`src/rtl/l0_fill_controller_pkg.sv`:
```
// Shared definitions for the L0 refill engine: FSM state encoding and
// line-alignment helpers used to turn a fetch PC into a line address.
package l0_fill_controller_pkg;

    localparam int unsigned MAX_PC_SIZE = 64;

    typedef enum logic [1:0] {
        IDLE = 2'd0,
        REQ  = 2'd1,
        WAIT = 2'd2,
        FILL = 2'd3
    } fill_state_e;

    // Number of byte-offset bits inside a line (line size is a power of two).
    function automatic int unsigned line_off_bits(input int unsigned line_bytes);
        return $clog2(line_bytes);
    endfunction

    function automatic logic [MAX_PC_SIZE-1:0] line_align(
        input logic [MAX_PC_SIZE-1:0] pc,
        input int unsigned            off_bits
    );
        logic [MAX_PC_SIZE-1:0] mask;
        mask = {MAX_PC_SIZE{1'b1}} << off_bits;
        return pc & mask;
    endfunction

endpackage

```
`src/rtl/l0_fill_controller.sv`:
```
// L0 refill engine: turns an L0 miss into a line read from L1I, writes the
// returned line into L0, and optionally chases it with a next-line prefetch.
module l0_fill_controller
    import l0_fill_controller_pkg::*;
#(
    parameter int unsigned LINE_SIZE_BYTES = 64,
    parameter int unsigned PC_SIZE         = 64,
    parameter bit          PREFETCH_EN     = 1'b1
) (
    input  logic                         clk_in,
    input  logic                         rst_in,
    input  logic                         miss_valid_in,
    input  logic [PC_SIZE-1:0]           miss_pc_in,
    input  logic                         flush_in,
    output logic                         l1_req_valid_out,
    input  logic                         l1_req_ready_in,
    output logic [PC_SIZE-1:0]           l1_req_addr_out,
    input  logic                         l1_resp_valid_in,
    input  logic [LINE_SIZE_BYTES*8-1:0] l1_resp_data_in,
    output logic                         l0_fill_valid_out,
    output logic [PC_SIZE-1:0]           l0_fill_pc_out,
    output logic [LINE_SIZE_BYTES*8-1:0] l0_fill_data_out,
    output logic                         busy_out
);

    localparam int unsigned OFF       = line_off_bits(LINE_SIZE_BYTES);
    localparam int unsigned LINE_BITS = LINE_SIZE_BYTES * 8;
    localparam logic [PC_SIZE-1:0] LINE_STRIDE = PC_SIZE'(LINE_SIZE_BYTES);

    fill_state_e          state_q, state_d;
    logic [PC_SIZE-1:0]   addr_q, addr_d;
    logic [LINE_BITS-1:0] data_q, data_d;
    logic                 squash_q, squash_d;
    logic                 is_pf_q, is_pf_d;

    logic [PC_SIZE-1:0]   miss_line_s;
    logic [PC_SIZE-1:0]   next_line_s;
    logic                 next_wraps_s;

    // Line addresses derived from the incoming miss and from the current line.
    always_comb begin
        miss_line_s  = PC_SIZE'(line_align(MAX_PC_SIZE'(miss_pc_in), OFF));
        next_line_s  = addr_q + LINE_STRIDE;
        next_wraps_s = (next_line_s == {PC_SIZE{1'b0}});
    end

    // Next-state and datapath update for the refill sequence.
    always_comb begin
        state_d  = state_q;
        addr_d   = addr_q;
        data_d   = data_q;
        squash_d = squash_q;
        is_pf_d  = is_pf_q;
        case (state_q)
            IDLE: begin
                if (miss_valid_in && !flush_in) begin
                    addr_d   = miss_line_s;
                    is_pf_d  = 1'b0;
                    squash_d = 1'b0;
                    state_d  = REQ;
                end else begin
                    state_d  = IDLE;
                end
            end
            REQ: begin
                // A request already presented must complete; a flush only marks
                // its response for discard.
                if (flush_in) begin
                    squash_d = 1'b1;
                end else begin
                    squash_d = squash_q;
                end
                if (l1_req_ready_in) begin
                    state_d = WAIT;
                end else begin
                    state_d = REQ;
                end
            end
            WAIT: begin
                if (l1_resp_valid_in) begin
                    data_d   = l1_resp_data_in;
                    squash_d = 1'b0;
                    if (squash_q || flush_in) begin
                        state_d = IDLE;
                    end else begin
                        state_d = FILL;
                    end
                end else begin
                    state_d = WAIT;
                end
            end
            FILL: begin
                if (flush_in) begin
                    state_d = IDLE;
                end else if (miss_valid_in && (miss_line_s != addr_q)) begin
                    addr_d  = miss_line_s;
                    is_pf_d = 1'b0;
                    state_d = REQ;
                end else if (PREFETCH_EN && !is_pf_q && !next_wraps_s) begin
                    addr_d  = next_line_s;
                    is_pf_d = 1'b1;
                    state_d = REQ;
                end else begin
                    state_d = IDLE;
                end
            end
            default: begin
                state_d = IDLE;
            end
        endcase
    end

    // State and datapath registers with synchronous reset.
    always_ff @(posedge clk_in) begin
        if (rst_in) begin
            state_q  <= IDLE;
            addr_q   <= {PC_SIZE{1'b0}};
            data_q   <= {LINE_BITS{1'b0}};
            squash_q <= 1'b0;
            is_pf_q  <= 1'b0;
        end else begin
            state_q  <= state_d;
            addr_q   <= addr_d;
            data_q   <= data_d;
            squash_q <= squash_d;
            is_pf_q  <= is_pf_d;
        end
    end

    assign l1_req_valid_out  = (state_q == REQ);
    assign l1_req_addr_out   = addr_q;
    assign l0_fill_valid_out = (state_q == FILL);
    assign l0_fill_pc_out    = addr_q;
    assign l0_fill_data_out  = data_q;
    assign busy_out          = (state_q != IDLE);

endmodule

```
`config.mk`:
```
export PLATFORM = sky130hd
export DESIGN_NAME = l0_fill_controller
export DESIGN_NICKNAME = d
export VERILOG_FILES = /design/src/rtl/l0_fill_controller_pkg.sv /design/src/rtl/l0_fill_controller.sv
export SDC_FILE = /design/constraint.sdc
export NUM_CORES = 1
export LEC_CHECK = 0
export BUFFER_PORTS_ARGS = -buffer_cell sky130_fd_sc_hd__buf_2
export CAP_MARGIN = 10
export CORE_AREA = 10 10 462 464
export DETAILED_ROUTE_END_ITERATION = 8
export DIE_AREA = 0 0 472 474
export GPL_TIMING_DRIVEN = 0
export SYNTH_ARGS = -nofsm -noshare
export SYNTH_HDL_FRONTEND = slang
export SYNTH_SLANG_ARGS = --single-unit
```
`constraint.sdc`:
```
create_clock -name clk_in -period 3.1 [get_ports clk_in]
set_input_delay 0.31 -clock clk_in [delete_from_list [all_inputs] [get_ports clk_in]]
set_output_delay 0.31 -clock clk_in [all_outputs]
set_load 0.005 [all_outputs]
```
==> run_results.csv <==
group,metric,value,unit
detailed_routing,drcViolationCount,0,
synth,yosys.cell_types.count,68,
sta,fin_crit_sh,120,%
clock_tree,clk_path_buf_depth,3,
synth,ys_seq_area_share,48.9,%
grt,grt_pass1_vias,30794,
clock_tree,insertion_delay,0.71,ns
final_layout,drive_gt1_share,33.8,%
synth,yosysWarnings,0,
clock_tree,clock-root-buffer,"clkbuf_16",
sta,fin_skew,0.0308,ns
floorplan,io_pins,1225,
sta,rsz0062_at_grt,"true",
sta,fmax,270,MHz
outcome,violations,"setup timing",
detailed_routing,detail-route-antenna-nets,0,
floorplan,core,0.204,sq mm
synth,yosys-top-cells-count,"1,077 x nand2_1, 574 x dfxtp_1, 564 x a21oi_1, 200 x clkbuf_1, 78 x buf_4",
synth,synth-main-ff-cell,"dfxtp_1",
placed_design,gp_congestion,1.01,
detailed_routing,vias,31860,
synth,yosysMostFrequentCell,"nand2_1",
detailed_routing,dr.pass1.iters,6,
sta,finalHoldViolations,0,
final_layout,areaGrowthSynthToFinish,82.1,%
synth,yosysTopAreaCellShare,48.9,%
pwr,leakage,18.2,nW
sta,finalSetupViolCount,60,
sta,drv_slew,0,
hold_path,hold_path_class,"input port to register",
setup_path,worstSetupEndpointType,"register",
final_layout,final_area,0.0428,sq mm
setup_path,start_kind,"register",
floorplan,die_y,474,um
outcome,outcome,"complete, but fails checks",
final_layout,nets,5580,
setup_path,required,3.67,ns
clock_tree,cts.htree.levels,3,
clock_tree,clock_sinks,574,
sta,whs,0.0910,ns
floorplan,fp.dieArea,0.224,sq mm
grt,gr-total-overflow,0,
placed_design,port_buffers,1205,
clock_tree,cts_tree,"built",
grt,grt_use_total,19.6,%
clock_tree,cts_buffers,76,
pwr,power.density,469,mW/mm^2
floorplan,rows,166,
grt,grt_pass1_wl,297000,um
setup_path,crit_type,"register to register",
floorplan,die_w,472,um
synth,ys_async_sr_fraction,0,%
placed_design,placed_cell_area,0.0331,sq mm
sta,setup_slack,-0.609,ns
synth,synth-seq-cells,574,
synth,syn_inst,3057,
synth,netlist_area,0.0235,sq mm
detailed_routing,wl_per_cell,30.0,um
synth,yosys-top-cells-area,"dfxtp_1 49%, nand2_1 17%, a21oi_1 12%, clkbuf_1 3.2%, xor2_1 2.7%",
sta,tightest_slew,1.26,ns
synth,syn_area_per_cell,7.69,sq um
floorplan,start_util,11.5,%
detailed_routing,wl,234000,um
grt,grt_start_max_net_pins,14,
job,drv_cap,0,
clock_tree,clk_pin_slew,0.06,ns
grt,antenna_found_initial,109,
detailed_routing,vias_per_cell,4.09,
sta,finalCriticalPeriod,3.71,ns
setup_path,arrival,4.28,ns
setup_path,worst-path-max-fanout,8,
synth,synth_area_leader_cell,"dfxtp_1",
detailed_routing,first_iter_violations,2774,
synth,synth-edff-count,0,
pwr,ir_drop,347,uV
sta,slew_headroom,16.0,%
placed_design,hpwl,199000,um
-- power breakdown --
group | internal (W) | leakage, nW | total (W) | switching [W]
logic | 0.00135 | 12.3 | 0.00317 | 0.00182
clock network | 0.00512 | 1.23 | 0.00915 | 0.00402
registers | 0.00755 | 4.65 | 0.00774 | 0.000195
total | 0.0140 | 18.2 | 0.0201 | 0.00604
-- routing by layer --
metal | GRT usage, % | part of all wire [%] | vias up | routed length, um
met3 | 5.77 | 9.5 | 373 | 22100
met5 | 0 | 0.10 | - | 239
li1 | - | - | 14037 | -
met1 | 25.3 | 43 | 15418 | 99700
met2 | 30.2 | 43 | 1988 | 101000
met4 | 8.21 | 4.7 | 44 | 11000
-- kinds of logic after synthesis --
| group | Yosys count | synth area share [%] |
|---|---|---|
| other cells | 1 | 0.0160 |
| simple gates | 1355 | 24.4 |
| flops | 574 | 48.9 |
| buf+inv | 330 | 6.93 |
| fa+ha+maj | 2 | 0.106 |
| compound gates | 693 | 15.7 |
| xor+xnor | 85 | 3.17 |
| mux | 17 | 0.735 |
-- area by class of cell --
cell class	count	area [sq um]
sequential	574	11500
clock inverter	35	402
clock buffer	100	2110
buffer	316	1790
tap	2688	3360
multi-input combinational	2164	11000
timing repair buffer	1855	12500
fill	22842	161000
antenna	40	100
inverter	9	33.8
-- per-stage QoR --
step | utilization [%] | power, W | TNS [ns] | setup WS, ns | cells
2_1_floorplan | - | 0.00863 | -0.0244 | -0.0122 | 3068
3_3_place_gp | 16.2 | 0.0102 | -583.33 | -1.92 | 6961
3_5_place_dp | 16.2 | 0.0102 | -121.77 | -1.82 | 6966
4_1_cts | 20.5 | 0.0202 | -32.01 | -0.596 | 7696
5_1_grt | 20.9 | 0.0207 | -33.70 | -0.636 | 7755
6_report | 21.0 | 0.0201 | -32.64 | -0.609 | 7781
-- sequential cells by signal (all words and copies together), names as in the netlist --
name / flops
l0_fill_data_out: 512
is_pf_q: 1
squash_q: 1
l0_fill_pc_out: 58
state_q: 2
-- layout by cell type (no fill, tap or decap), types with 14 or more instances in the layout --
| cell type | instances |
|---|---|
| a21oi_1 | 562 |
| buf_2 | 1220 |
| buf_4 | 162 |
| buf_6 | 18 |
| clkbuf_1 | 181 |
| clkbuf_16 | 82 |
| clkbuf_2 | 24 |
| clkinv_2 | 15 |
| dfxtp_1 | 549 |
| dfxtp_2 | 14 |
| diode_2 | 40 |
| dlygate4sd3_1 | 550 |
| mux2i_1 | 15 |
| nand2_1 | 1074 |
| nand3_1 | 24 |
| nand4_1 | 35 |
| nor2_1 | 40 |
| nor3_1 | 58 |
| nor4_1 | 24 |
| o211ai_1 | 30 |
| o21ai_2 | 29 |
| xor2_1 | 73 |
-- worst max-delay path, stage by stage (launching register included) --
cell       delay, ns
dfxtp_1         0.72
xor2_1          0.24
nor4_1          0.36
nand3_1         0.25
o41ai_4         0.48
nand2_1         0.23
nor4bb_2        0.44
nand4_4         0.18
nand2_4         0.13
buf_6           0.14
clkbuf_16       0.15
mux2i_1         0.20
nor2_1          0.05
-- path summary, 6_finish.rpt --
check                         from                     to  slack (ns)  depth (start not counted)
min reg2reg  l0_fill_data_out[422]  l0_fill_data_out[422]        0.45                          2
min           l1_resp_data_in[212]  l0_fill_data_out[212]        0.09                          3
max             l0_fill_pc_out[43]     l0_fill_pc_out[55]       -0.61                         12
max reg2reg     l0_fill_pc_out[43]     l0_fill_pc_out[55]       -0.61                         12
-- timing repair --
| action | 4_1_cts | 5_1_grt |
|---|---|---|
| hold endpoints to repair | 551 | 0 |
| endpoints found under the setup margin | 123 | 99 |
| cloned | 0 | 5 |
| pin swaps | 33 | 51 |
| gates resized for setup | 104 | 151 |
| hold buffers | 550 | 0 |
| setup buffers | 46 | 46 |
(Power assumes the default switching activity.)
